==> src/rtl/operand_gather_4x32.sv <==
// Operand gatherer: packs up to four accepted words into an x/y/z/w quad for a 4x32 adder stage.
// Short groups, closed early by in_last, are zero-filled.
module operand_gather_4x32 #(
   parameter int DATA_W = 32
) (
   input  logic              clk,
   input  logic              rst_n,
   input  logic              clear,
   input  logic              in_valid,
   output logic              in_ready,
   input  logic [DATA_W-1:0] in_data,
   input  logic              in_last,
   output logic              out_valid,
   input  logic              out_ready,
   output logic [DATA_W-1:0] x,
   output logic [DATA_W-1:0] y,
   output logic [DATA_W-1:0] z,
   output logic [DATA_W-1:0] w,
   output logic [2:0]        out_count,
   output logic [7:0]        out_seq
);

   // Handshakes: a word moves on a rising edge with in_valid && in_ready;
   // a quad moves on a rising edge with out_valid && out_ready.
   typedef enum logic {FILL = 1'b0, HOLD = 1'b1} state_t;

   state_t     state;
   logic [1:0] idx;
   logic       run;
   logic       accept;

   // run holds in_ready low until the first edge after reset is released
   assign in_ready  = run && !clear && ((state == FILL) || out_ready);
   assign accept    = in_valid && in_ready;
   assign out_valid = (state == HOLD);

   always_ff @(posedge clk or negedge rst_n) begin
      if (!rst_n) begin
         state     <= FILL;
         idx       <= 2'd0;
         run       <= 1'b0;
         x         <= '0;
         y         <= '0;
         z         <= '0;
         w         <= '0;
         out_count <= 3'd0;
         out_seq   <= 8'd0;
      end else begin
         run <= 1'b1;
         if (clear) begin
            state     <= FILL;
            idx       <= 2'd0;
            x         <= '0;
            y         <= '0;
            z         <= '0;
            w         <= '0;
            out_count <= 3'd0;
         end else if (state == FILL) begin
            if (accept) begin
               case (idx)
                  2'd0:    x <= in_data;
                  2'd1:    y <= in_data;
                  2'd2:    z <= in_data;
                  default: w <= in_data;
               endcase
               if (idx == 2'd3 || in_last) begin
                  state     <= HOLD;
                  idx       <= 2'd0;
                  out_count <= {1'b0, idx} + 3'd1;
               end else begin
                  idx <= idx + 2'd1;
               end
            end
         end else if (out_ready) begin
            // Retire the quad; a word arriving in the same cycle opens the next group in slot x
            out_seq   <= out_seq + 8'd1;
            state     <= FILL;
            idx       <= 2'd0;
            x         <= '0;
            y         <= '0;
            z         <= '0;
            w         <= '0;
            out_count <= 3'd0;
            if (accept) begin
               x <= in_data;
               if (in_last) begin
                  state     <= HOLD;
                  out_count <= 3'd1;
               end else begin
                  idx <= 2'd1;
               end
            end
         end
      end
   end

endmodule

==> config.mk <==
export PLATFORM = sky130hd
export DESIGN_NAME = operand_gather_4x32
export DESIGN_NICKNAME = d
export VERILOG_FILES = /design/src/rtl/operand_gather_4x32.sv
export SDC_FILE = /design/constraint.sdc
export NUM_CORES = 1
export LEC_CHECK = 0
export ABC_AREA = 1
export CORE_ASPECT_RATIO = 1.4
export CORE_MARGIN = 2
export CORE_UTILIZATION = 46
export CTS_CLUSTER_SIZE = 8
export DETAILED_ROUTE_END_ITERATION = 16
export DONT_BUFFER_PORTS = 1
export SYNTH_ARGS = -nofsm -noshare
export SYNTH_HDL_FRONTEND = slang
export SYNTH_SLANG_ARGS = --single-unit
==> constraint.sdc <==
create_clock -name clk -period 1.55 [get_ports clk]
set_input_delay 0.31 -clock clk [delete_from_list [all_inputs] [get_ports clk]]
set_output_delay 0.31 -clock clk [all_outputs]
set_load 0.05 [all_outputs]
== Yosys cells after proc, flatten, opt, wreduce, memory -nomap -nowiden ==
Index checks and enable logic that the tools add are counted.
Widths: inputs -> output; s select.
Word-level totals
  register bits: 143
  bits of input ports: 38
  output and inout bits: 141
Operators by class
  $add $sub $neg: 3
  equality and inequality tests: 5
  mux-type cells: 40
  bitwise gates (word level): 2
  reductions and logical operators: 20
Operators with widths (count)
  $mux 32: 19
  $reduce_and 3->1: 6
  $mux 3: 5
  $reduce_bool 3->1: 5
  $mux 1: 11
  $mux 2: 5
  $add 8x1->8 const B: 1
  $eq 2x2->1 const B: 2
  $add 2x1->3 const B: 1
  $logic_and 1x1->1: 3
  $ne 3x1->1 const B: 1
  $ne 3x3->1 const B: 1
  $reduce_or 3->1: 1
  $add 2x1->2 const B: 1
  $eq 2x1->1 const B: 1
  $logic_not 2->1: 1
  $logic_or 1x1->1: 2
  $not 1->1: 2
  $reduce_and 2->1: 1
  $logic_not 1->1: 1

== Depth between registers and ports, before layout ==
Gate-level depths: netlist of run 1.
  depth in word-level cells: 8
  depth in mapped cells: 10

== Worst setup path before layout of run 1 ==
No wires, ideal clock.
  path kind: reg-to-reg
  start: reg state, in the netlist out_valid
  end: reg out_count[0]
  arrival: 1.898 ns
  path slack: -0.414 ns
  cell stages (with the launch flop): 8
  path buffers: 0
  clock period less this slack: 1.964 ns
  cells stage by stage: dfrtp_1 -> inv_2 -> nor2_4 -> nor2_1 -> nand3_1 -> nand2_1 -> nand2_1 -> nand2_1
On the way
  longest elaborated chain between the ends: 8
Ends and longest elaborated chain
  from (decl): RTL line 27  | state_t state;
  from (signal assigned): RTL line 39  | state <= FILL;
  from (signal assigned): RTL line 51  | state <= FILL;
  from (signal assigned): RTL line 67  | state <= HOLD;
  $not 1->1 (*)
  $logic_or 1x1->1 (*): RTL line 33  | assign in_ready = run && !clear && ((state == FILL) || out_ready);
  $logic_and 1x1->1 (*): RTL line 33
  named net in_ready: RTL line 10  | output logic in_ready,
  $logic_and 1x1->1 (*): RTL line 34  | assign accept = in_valid && in_ready;
  $mux 1: RTL line 84  | if (accept) begin
  $mux 3: RTL line 74  | end else if (out_ready) begin
  $mux 3: RTL line 58  | end else if (state == FILL) begin
  $mux 3: RTL line 50  | if (clear) begin
  to (signal assigned): RTL line 69  | out_count <= {1'b0, idx} + 3'd1;
  to (decl): RTL line 19  | output logic [2:0] out_count,
The timed path passes the listed nets; every way through them passes the cells marked *. The select of a mux whose other input is x is not followed.
A chain may end at the register's enable or synchronous reset.

== Final worst setup path of run 1 ==
  start: reg state, in the netlist out_valid
  end: out in_ready
On the way
  longest elaborated chain between the ends: 3
Ends and longest elaborated chain (RTL line)
  $not 1->1
  $logic_or 1x1->1: 33
  $logic_and 1x1->1: 33
  to (decl): 10
Every way passes these cells.

==> results.yml, run 1 <==
clock_network:
  clk_latency_ns: 0.41
  cts_buffer_depth: 2
  htree_levels: 4
  clk_pin_slew_ns: 0.06
  cts_tree: "yes"
  clock_sinks: 143
  cts_inserted_buffers: 17
  root_buffer: "clkbuf_16"
final_layout:
  drive_above_1_share: 0.1745
  syn_to_final_growth_pct: 21.50
  diodes: 0
  nets: 856
  utilization: 0.5709
grt:
  overflow: 0
  grt_pass1_wl_mm: 26.82
  grt_antenna_before_repair: 0
  grt_pass1_vias: 5101
  grt_max_degree: 144
  grt_usage: 0.2271
synthesis:
  synth-main-ff-cell: "dfrtp_1"
  yosys-top-cells-count: "nand2_1, dfrtp_1, nand3_1"
  synth.area.mux_share: 0
  yosys-top-cells-area: "dfrtp_1, nand2_1, nand3_1"
  syn_nets: 827
  syn_inst: 784
  synth_top_area_frac: 0.5500
  synth.distinct_cells: 26
  synthArstFlopShare: 1.000
  yosysTopAreaCell: "dfrtp_1"
  synth_top_family_by_area: "simple AND/OR/NAND/NOR gates"
  synth.avg_cell_area_um2: 8.299
  synth_compound_area_frac: 0.03327
  yosys_warnings: 0
  syn-cell-area_mm2: 0.006506
  ys_seq_area_frac: 0.5500
  yosysMostFrequentCell: "nand2_1"
  ys_ff_latch: 143
  yosys.area_share.xor_xnor: 0.005385
  synth_edf_count: 0
  synth-simple-area-share: 0.3212
  yosys.area_share.adder: 0.009615
routing:
  drtIter0Drc: 307
  drtPass1Iterations: 5
  wl_per_cell_um: 17.85
  drc: 0
  wirelength_mm: 18.03
  via_per_inst: 5.280
  vias: 5333
  postRouteAntennaNets: 0
sta:
  setup_viol_count_final: 0
  drv_slew: 0
  worst_pin_slew_ns: 0.5801
  period_share: 0.9864
  whs_ns: -0.4044
  period_minus_slack_ns: 1.529
  fin_skew_ns: 0.008720
  finalHoldViolCount: 143
  relSlewSlack: 0.6133
  grt_setup_unrepaired: "yes"
  tns_ns: 0
  fmax_mhz: 654.1
  setup_ws_ns: 0.02114
worst_setup_path:
  cp_max_fo: 3
  startpoint: "out_valid$_DFF_PN0_"
  worstReg2RegStart: "out_valid$_DFF_PN0_"
  crit_path_start_kind: "flop"
  endpoint_kind: "output port"
  critPathRequiredTime_ns: 1.24
  arrival_ns: 1.22
  worstSetupPathType: "flop to output port"
min_path:
  hp-class: "input pin to async pin"
power:
  ir_drop_mv: 0.7901
  p_sw_mw: 4.643
  power-per-cell-area_mw_per_mm2: 1496
  clkPwrFrac: 0.330
  switching_share: 0.3926
  p_leak_nw: 4.315
  power_mw: 11.83
  power_frac_comb: 0.134
  p_int_mw: 7.182
  power_frac_seq: 0.536
floorplan:
  fp.dieH_um: 144.7
  ios: 179
  die_w_um: 104.5
  die-area_mm2: 0.01512
  core-area_mm2: 0.01385
  start_util: 0.4699
  rows: 51
placement:
  dp_slack_ns: 0.03472
  dp_hpwl_mm: 11.64
  place_congestion: 0.8371
  io_buffers: 0
run:
  drv_cap: 0
run_status:
  status: "finished, violations left"
  violations: "negative hold slack"
## layout make-up
| class | instances | area (um^2) |
|---|---|---|
| multi-input combinational | 542 | 2601 |
| fill | 1266 | 5942 |
| clock inverter | 9 | 113.9 |
| tap | 185 | 231.5 |
| sequential | 143 | 3580 |
| inverter | 54 | 210.2 |
| timing repair buffer | 55 | 724.4 |
| clock buffer | 22 | 444.2 |
## worst paths after layout
| kind | to | slack, ns | cells past startpoint |
|---|---|---|---|
| worst max register to register | x[10]$_DFFE_PN0P_ | 0.03 | 7 |
| max in group asynchronous | out_valid$_DFF_PN0_ | 1.68 | 0 |
| worst min-delay path | y[7]$_DFFE_PN0P_ | -0.40 | 0 |
| worst min register to register | out_seq[7]$_DFFE_PN0P_ | 0.53 | 2 |
| min in group clk | out_valid$_DFF_PN0_ | 0.06 | 2 |
| worst max-delay path | in_ready | 0.02 | 4 |
## worst max-delay path, cell delays in order, from the launching register on
cell and delay [ns]:
dfrtp_2 0.43, inv_2 0.09, nor2_4 0.04, nor2_4 0.11, buf_12 0.15
## stage by stage
stage	cells	area (um^2)
after CTS	995	7445
final	1010	7905
after global placement	961	6864
after floorplan	784	6515
after detailed placement	961	6864
after global routing	1010	7905
## placed cells by master (no fill, tap or decap), types with 4 or more instances in the layout
master / n
inv_2: 4
clkbuf_1: 5
dfrtp_1: 142
nand2_8: 7
ha_1: 4
nand2_4: 9
nand2_2: 28
buf_6: 5
buf_4: 29
clkbuf_16: 24
nand4_1: 4
nand3_1: 106
a21oi_1: 33
nand2_1: 296
nor2_1: 36
inv_1: 47
buf_12: 13
## registers in the layout, indices dropped and copies added, names as in the netlist
signal / count
w: 32
x: 32
y: 32
z: 32
out_seq: 8
out_count: 3
idx: 2
out_valid: 1
run: 1
## power groups by stage
stage          Combinational (mW)  Sequential [mW]  Clock [mW]
2_1_floorplan               0.926             6.30           0
4_1_cts                      1.37             6.32        3.97
6_report                     1.59             6.33        3.91
3_3_place_gp                 1.31             6.37           0
5_1_grt                      1.76             6.39        4.14
3_5_place_dp                 1.36             6.38           0
## cells by family after synthesis
| kind of cell | count (synthesis) |
|---|---|
| xor gates and xnor gates | 4 |
| DFF | 143 |
| AOI/OAI and AO/OA | 39 |
| buffers and inverters | 100 |
| and+or+nand+nor | 492 |
| other | 1 |
| adders and majority gates | 5 |
## metal layers
metal  wire, um  vias to the layer above  track usage
met5          0                        -            0
met3       1345                       26      0.07031
li1           -                     2506            -
met2       9177                      215       0.3829
met4        378                        0      0.08535
met1       7131                     2586       0.2748
## timing repair
| action | 4_1_cts | 5_1_grt |
|---|---|---|
| cloned | 0 | 8 |
| setup endpoints to repair | 1 | 126 |
| gates resized for setup | 0 | 56 |
| buffers inserted | 3 | 7 |
| pin swaps | 2 | 42 |
| hold endpoints to repair | 143 | 143 |
(Power assumes the default switching activity.)
==> inputs of run 2 (changes only) <==
clock period = 1.9 ns   (was 1.55 ns; I/O delays follow)
==> results.yml, run 2 (synthesis gave the netlist of run 1 again) <==
sta:
  setup_viol_count_final: 0
  drv_slew: 0
  grt_setup_unrepaired: "no"
  fin_skew_ns: 0.006858
  whs_ns: -0.3357
  finalHoldViolCount: 143
  relSlewSlack: 0.6272
  fmax_mhz: 591.8
  period_share: 0.8893
  worst_pin_slew_ns: 0.5591
  period_minus_slack_ns: 1.690
  tns_ns: 0
routing:
  vias: 5197
  wl_per_cell_um: 17.70
  via_per_inst: 5.244
  drtPass1Iterations: 5
  drtIter0Drc: 265
  postRouteAntennaNets: 0
  drc: 0
  wirelength_mm: 17.54
floorplan:
  core-area_mm2: 0.01385
  fp.dieH_um: 144.7
  start_util: 0.4699
  die_w_um: 104.5
  ios: 179
  rows: 51
  die-area_mm2: 0.01512
worst_setup_path:
  arrival_ns: 1.31
  crit_path_start_kind: "flop"
  cp_cell_sequence: "inv_2 > nor2_4 > nor2_2 > buf_4"
  path_buf_inv: 2
  reg2reg_to: "y[29]$_DFFE_PN0P_"
  rrSetupSlack_ns: 0.27
  cpPeakStageDelay_ns: 0.46
  cp_top_family: "flip-flops"
  endpoint_kind: "output port"
  worstReg2RegStart: "out_valid$_DFF_PN0_"
  worstSetupPathType: "flop to output port"
  cp_max_fo: 6
  slowest_stage: "dfrtp_1"
  reg2reg_depth: 8
  critPathRequiredTime_ns: 1.52
final_layout:
  diodes: 0
  drive_above_1_share: 0.1216
  layout_common_cells: "nand2_1, dfrtp_1, nand3_1"
  mostFrequentLayoutCell: "nand2_1"
  nets: 836
  utilization: 0.5406
  final-instance-count-excl-fill: 991
  syn_to_final_growth_pct: 15.06
clock_network:
  clk_pin_slew_ns: 0.06
  clk_latency_ns: 0.41
  cts_inserted_buffers: 17
  htree_levels: 4
  cts_tree: "yes"
  clock_sinks: 143
  cts_buffer_depth: 2
  root_buffer: "clkbuf_16"
power:
  p_leak_nw: 4.122
  ir_drop_mv: 0.6977
  power-per-cell-area_mw_per_mm2: 1334
grt:
  grt_pass1_wl_mm: 27.21
  grt_usage: 0.2328
  overflow: 0
  grt_max_degree: 144
  grt_pass1_vias: 5053
  grt_antenna_before_repair: 0
placement:
  dp_hpwl_mm: 11.19
  place_congestion: 0.8452
  io_buffers: 0
  place_inst: 945
min_path:
  hp-class: "input pin to async pin"
run_status:
  status: "finished, violations left"
  violations: "negative hold slack"
run:
  drv_cap: 0
==> run 2: cell count changes in the layout (fill, tap and decap cells not counted), sizes merged <==
cell      previous run  this run
clkinvlp             3         2
buf                 48        33
inv                 54        57
bufinv               2         5
clkinv               4         2
clkbuf              29        20
nand2              340       341
a21oi               34        35
==> run 2: report_power, final <==
group | leakage (nW) | internal (mW) | switching (mW)
Combinational | 1.93 | 0.368 | 0.732
Sequential | 1.87 | 3.42 | 1.72
Clock | 0.318 | 2.42 | 1.32
==> run 2: worst max path at each step <==
stage | depth (start not counted) | start | end
floorplan | 7 | out_valid$_DFF_PN0_ | out_count[0]$_DFFE_PN0P_
global placement | 6 | out_valid$_DFF_PN0_ | z[0]$_DFFE_PN0P_
detailed placement | 8 | idx[0]$_DFFE_PN0P_ | x[23]$_DFFE_PN0P_
CTS | 6 | out_valid$_DFF_PN0_ | y[9]$_DFFE_PN0P_
global route | 7 | out_valid$_DFF_PN0_ | y[22]$_DFFE_PN0P_
finish | 4 | out_valid$_DFF_PN0_ | in_ready
==> run 2: what timing repair did <==
action,CTS,global route
pin swaps,0,4
setup buffers,0,11
setup endpoints to repair,41,124
hold endpoints to repair,143,143
resized for setup,2,9
gates cloned,1,2
==> run 2: final cells by class <==
type                    count  area, um^2
clock inverters            12       205.2
inverters                  54       205.2
fillers                  1331        6361
multi-input cells         544        2491
repair buffers             33       317.8
clock buffers              20       456.7
well taps                 185       231.5
flip-flops and latches    143        3578
==> run 2: per-layer routing <==
| metal | vias to the layer above | share of wire | track usage |
|---|---|---|---|
| met1 | 2487 | 0.40 | 0.2847 |
| met5 | - | 0 | 0 |
| li1 | 2478 | - | - |
| met4 | 0 | 0.021 | 0.08819 |
| met3 | 20 | 0.078 | 0.07255 |
| met2 | 212 | 0.51 | 0.3884 |
==> run 2: per-stage QoR <==
step	area, um^2	total power, mW	setup slack [ns]
global route	7486	10.37	0.09667
finish	7486	9.984	0.2103
global placement	6613	6.173	0.04472
detailed placement	6613	6.217	-0.04294
CTS	7295	9.981	0.008653
floorplan	6509	5.894	0.2118
